## src/rtl/hazard_ctrl.sv

```systemverilog
// hazard_ctrl: forwarding selects, load-use/branch/HI-LO stalls and HI/LO busy tracker for a 5-stage MIPS pipe.
// Latency: forward/stall/flush are combinational; md_busy/md_done are registered (busy from the cycle after mdstart_e).
// Backpressure: stall_f/stall_d hold fetch/decode and flush_e bubbles E; optional HAZARD_STATS_EN adds stall_count.
module hazard_ctrl #(
  parameter int MD_CYCLES = 8,  // cycles a mult/div occupies HI/LO, 1..64
  parameter int CW        = 6   // busy counter width, 2^CW > MD_CYCLES
) (
  input  logic       clk,
  input  logic       reset,
  input  logic [4:0] rs_d,
  input  logic [4:0] rt_d,
  input  logic [4:0] rs_e,
  input  logic [4:0] rt_e,
  input  logic [4:0] writereg_e,
  input  logic [4:0] writereg_m,
  input  logic [4:0] writereg_w,
  input  logic       regwrite_e,
  input  logic       regwrite_m,
  input  logic       regwrite_w,
  input  logic       memtoreg_e,
  input  logic       memtoreg_m,
  input  logic       branch_d,
  input  logic       md_d,
  input  logic       mdstart_e,
  output logic [1:0] forward_ae,
  output logic [1:0] forward_be,
  output logic       forward_ad,
  output logic       forward_bd,
  output logic       stall_f,
  output logic       stall_d,
  output logic       flush_e,
  output logic       md_busy,
`ifdef HAZARD_STATS_EN
  output logic [31:0] stall_count,
`endif
  output logic       md_done
);

  typedef enum logic {IDLE, BUSY} md_state_t;

  md_state_t     state;
  logic [CW-1:0] cnt;

  // Writers to $0 never produce a usable value, so they are masked here once.
  logic wr_e_ok, wr_m_ok, wr_w_ok;
  logic lwstall, branchstall, mdstall, stall;

  assign wr_e_ok = regwrite_e && (writereg_e != 5'd0);
  assign wr_m_ok = regwrite_m && (writereg_m != 5'd0);
  assign wr_w_ok = regwrite_w && (writereg_w != 5'd0);

  // E-stage operand selects: M beats W so the youngest value wins.
  always_comb begin
    forward_ae = 2'd0;
    forward_be = 2'd0;
    if (wr_m_ok && (writereg_m == rs_e))      forward_ae = 2'd2;
    else if (wr_w_ok && (writereg_w == rs_e)) forward_ae = 2'd1;
    if (wr_m_ok && (writereg_m == rt_e))      forward_be = 2'd2;
    else if (wr_w_ok && (writereg_w == rt_e)) forward_be = 2'd1;
  end

  assign forward_ad = wr_m_ok && (writereg_m == rs_d);
  assign forward_bd = wr_m_ok && (writereg_m == rt_d);

  // A load in E cannot forward in time for a D consumer.
  assign lwstall = memtoreg_e && (rt_e != 5'd0) && ((rt_e == rs_d) || (rt_e == rt_d));

  // Branch compares in D: an ALU result still in E, or a load still in M, is not yet forwardable.
  assign branchstall = branch_d &&
      ((wr_e_ok && ((writereg_e == rs_d) || (writereg_e == rt_d))) ||
       (memtoreg_m && (writereg_m != 5'd0) && ((writereg_m == rs_d) || (writereg_m == rt_d))));

  assign mdstall = md_busy && md_d;
  assign stall   = lwstall || branchstall || mdstall;
  assign stall_f = stall;
  assign stall_d = stall;
  assign flush_e = stall;

  // HI/LO occupancy FSM; md_done is registered one cycle early so it lines up with the last BUSY cycle.
  always_ff @(posedge clk) begin
    if (reset) begin
      state   <= IDLE;
      cnt     <= '0;
      md_busy <= 1'b0;
      md_done <= 1'b0;
    end else if (state == IDLE) begin
      md_done <= 1'b0;
      if (mdstart_e) begin
        state   <= BUSY;
        cnt     <= CW'(MD_CYCLES - 1);
        md_busy <= 1'b1;
        md_done <= (MD_CYCLES == 1);
      end
    end else begin
      // mdstart_e is ignored here; mdstall keeps a second op parked in D.
      if (cnt == '0) begin
        state   <= IDLE;
        md_busy <= 1'b0;
        md_done <= 1'b0;
      end else begin
        cnt     <= cnt - CW'(1);
        md_done <= (cnt == CW'(1));
      end
    end
  end

`ifdef HAZARD_STATS_EN
  // Saturating count of stalled decode cycles.
  always_ff @(posedge clk) begin
    if (reset) begin
      stall_count <= 32'd0;
    end else if (stall_d && (stall_count != 32'hFFFF_FFFF)) begin
      stall_count <= stall_count + 32'd1;
    end
  end
`endif

endmodule

```

## config.mk

```make
export PLATFORM = sky130hd
export DESIGN_NAME = hazard_ctrl
export DESIGN_NICKNAME = d
export VERILOG_FILES = /design/src/rtl/hazard_ctrl.sv
export SDC_FILE = /design/constraint.sdc
export NUM_CORES = 1
export LEC_CHECK = 0
export CAP_MARGIN = 25
export CELL_PAD_IN_SITES_DETAIL_PLACEMENT = 0
export CELL_PAD_IN_SITES_GLOBAL_PLACEMENT = 1
export CORE_MARGIN = 3
export CORE_UTILIZATION = 28
export CTS_CLUSTER_DIAMETER = 120
export CTS_CLUSTER_SIZE = 20
export DETAILED_ROUTE_END_ITERATION = 8
export PLACE_DENSITY = 0.87
export SETUP_SLACK_MARGIN = 0.4
export SLEW_MARGIN = 20
export SYNTH_ARGS = -nofsm -noshare
export SYNTH_HDL_FRONTEND = slang
export SYNTH_SLANG_ARGS = --single-unit
```

## constraint.sdc

```tcl
create_clock -name clk -period 1.7 [get_ports clk]
set_input_delay 0.17 -clock clk [delete_from_list [all_inputs] [get_ports clk]]
set_output_delay 0.17 -clock clk [all_outputs]
set_load 0.05 [all_outputs]
```

==> results of run 1 <==
-- cell families after synthesis --
group | synth area share (%)
AOI/OAI and AO/OA | 7.96
xor gates and xnor gates | 39.7
adders and majority gates | 2.18
buffers and inverters | 7.52
DFF | 15.7
and+or+nand+nor | 26.9
-- per-layer routing --
metal	up-vias	share of wire [%]
met3	12	3.6
met5	-	0
met2	42	51
li1	683	-
met1	671	43
met4	0	2.1
-- power by group through the flow --
stage | sequential [uW] | combinational (uW) | clock, uW
6_report | 253 | 785 | 255
5_1_grt | 255 | 833 | 268
4_1_cts | 250 | 667 | 253
3_5_place_dp | 257 | 572 | 0
3_3_place_gp | 257 | 566 | 0
2_1_floorplan | 262 | 320 | 0
-- critical path, cell delays in order --
cell and delay, ns:
buf_6 0.10, buf_6 0.10, xor2_1 0.13, or4_4 0.55, nor4_4 0.20, buf_12 0.18
-- through the flow --
step | hold WS [ns] | area [um2]
after global placement | 0.490 | 2140
final | 0.540 | 2670
after global routing | 0.564 | 2670
after CTS | 0.530 | 2470
after detailed placement | 0.493 | 2140
after floorplan | 0.344 | 1320
-- worst min-delay path by stage --
stage	from	endpoint	slack (ns)	cells past startpoint
detailed placement	cnt[0]$_SDFFE_PP0P_	cnt[0]$_SDFFE_PP0P_	0.49	1
finish	cnt[3]$_SDFFE_PP0P_	cnt[3]$_SDFFE_PP0P_	0.54	2
global placement	cnt[0]$_SDFFE_PP0P_	cnt[0]$_SDFFE_PP0P_	0.49	1
global route	cnt[3]$_SDFFE_PP0P_	cnt[3]$_SDFFE_PP0P_	0.56	2
CTS	cnt[3]$_SDFFE_PP0P_	cnt[3]$_SDFFE_PP0P_	0.53	2
floorplan	mdstart_e	cnt[2]$_SDFFE_PP0P_	0.34	2
-- what timing repair did --
item	CTS	global route
hold endpoints to repair	0	0
endpoints found under the setup margin	14	19
hold buffers	0	0
gates resized for setup	221	37
buffers inserted	11	6
pin swaps	37	32
-- synth_stat cells (3+ instances only) --
master   count
nor2b_1      3
xnor2_1     28
xor2_1      24
nand3_1     12
buf_2        6
or4_1        5
buf_4        6
nand2_1      7
nor2_1       5
a21oi_1      4
nor3_1      12
dfxtp_1      9
-- state kept, by name (all words and copies together) (netlist names) --
signal and cells:
state 1, md_done 1, md_busy 1, cnt 6
-- final cells by class --
class,instances,area share (%)
Clock buffer,4,1.69
Inverter,2,0.281
Multi-Input combinational cell,119,48.7
Sequential cell,9,7.12
Tap cell,48,2.25
Timing Repair Buffer,107,40.0
==> qor.yml, run 1 <==
global_route:
  grt_pass1_wl_mm: 7.26
  grtUsageTotal_pct: 18.2
  antenna_found_initial: 0
  grt_pass1_vias: 1494
  grt_remaining_overflow: 0
  grt_max_degree: 10
  use_met1_pct: 24.0
  grt_busiest_layer: "met2"
  gr-usage-met3_pct: 2.73
  use_met2_pct: 30.2
die:
  die_w_um: 70.0
  ios: 56
  die_h_um: 70.0
  start_util_pct: 30.2
  row_count: 22
  die_area_um2: 4900
  core_um2: 3800
logic_synthesis:
  yosys_warnings: 0
  synth.area.top_cells: "xnor2_1 (21%), xor2_1 (18%), dfxtp_1 (16%)"
  synth_edf_count: 0
  syn_inst: 143
  synth_top_area_share_pct: 21.4
  synth.distinct_cells: 28
  async_reset_ff_share_pct: 0
  synth_area_per_cell_um2: 8.02
  ys_seq_area_share_pct: 15.7
  ys_ff_latch: 9
  synth_top_flop_cell: "dfxtp_1"
  synth_top_cell_by_area: "xnor2_1"
  synth_nets: 190
  synthesis.area_um2: 1150
sta:
  rsz0062_at_grt: "yes"
  fin_ws_ns: 0.106
  slew_violations: 0
  relSlewSlack_pct: 66.8
  tightest_slew_ns: 0.500
  fin_crit_sh_pct: 93.8
  final.min_clock_period_ns: 1.59
  max_freq_mhz: 627
  skew_ns: 0.00264
  fin_tns_setup_ns: 0
  finalSetupViolations: 0
  finalHoldViolations: 0
final_layout:
  final_cell_mix: "buf_4 (36), buf_6 (30), xor2_1 (19)"
  layout.nets: 289
  multiInputGateArea_um2: 1300
  mostFrequentLayoutCell: "buf_4"
  syn_to_final_growth_pct: 133
  drive_gt1_share_pct: 67.2
  seqCellArea_um2: 190
  fillers: 261
  fin_util_pct: 70.3
  n_antenna_cell: 0
  finalNonFillerCells: 289
critical_path:
  path_max_fanout: 2
  r2r_end: "cnt[5]$_SDFFE_PP0P_"
  crit_arrival_ns: 1.42
  worst_setup_path_start_kind: "input port"
  critPathRequiredTime_ns: 1.53
  r2r_setup_slack_ns: 0.33
  rr_worst_depth: 6
  crit_start: "writereg_w[2]"
  r2r_start: "cnt[0]$_SDFFE_PP0P_"
  critPathCapture: "forward_be[0]"
  worstSetupEndpointType: "primary output"
  worst-setup-path-type: "in2out"
pwr:
  p_leak_uw: 0.00110
  power.share.sequential_pct: 19.5
  p_int_uw: 818
  peakVddDrop_uv: 246
  power.density_nw_per_um2: 484
  finalPower_uw: 1290
  power.switching_uw: 474
  switching_share_pct: 36.7
  clockPowerShare_pct: 19.7
  pwr-share-comb_pct: 60.7
detailed_routing:
  dr.pass1.iters: 4
  drc: 0
  drtAntennaViolNets: 0
  avgRoutedWirePerCell_um: 16.1
  drt_iter0_markers: 45
  vias_per_cell: 4.87
  vias: 1408
  routed_wl_mm: 4.64
clock_tree:
  clockBufferDepth: 2
  numCtsBuffers: 3
  htreeDepth: 1
  clk_pin_slew_worst_paths_ns: 0.04
  cts_tree: "built"
  clock_latency_ns: 0.24
  cts.sinks: 9
  cts_root_buffer: "clkbuf_8"
placed_design:
  dp_hpwl_mm: 3.08
  dp_cells: 268
  dp_slack_ns: -0.373
  numPortBuffers: 55
  place_congestion: 0.850
hold_path:
  hold_class: "reg2reg"
status:
  status: "finished, final reports clean"
flow_run:
  drv_cap: 0
(Power assumes the default switching activity.)
==> run 2, diff against run 1 <==
--- a/config.mk
+++ b/config.mk
@@ -5,7 +5,6 @@
 export SDC_FILE = /design/constraint.sdc
 export NUM_CORES = 1
 export LEC_CHECK = 0
-export CAP_MARGIN = 25
 export CELL_PAD_IN_SITES_DETAIL_PLACEMENT = 0
 export CELL_PAD_IN_SITES_GLOBAL_PLACEMENT = 1
 export CORE_MARGIN = 3
==> results of run 2 <==
The final DEF is identical to that of run 1; final timing and power are the same.
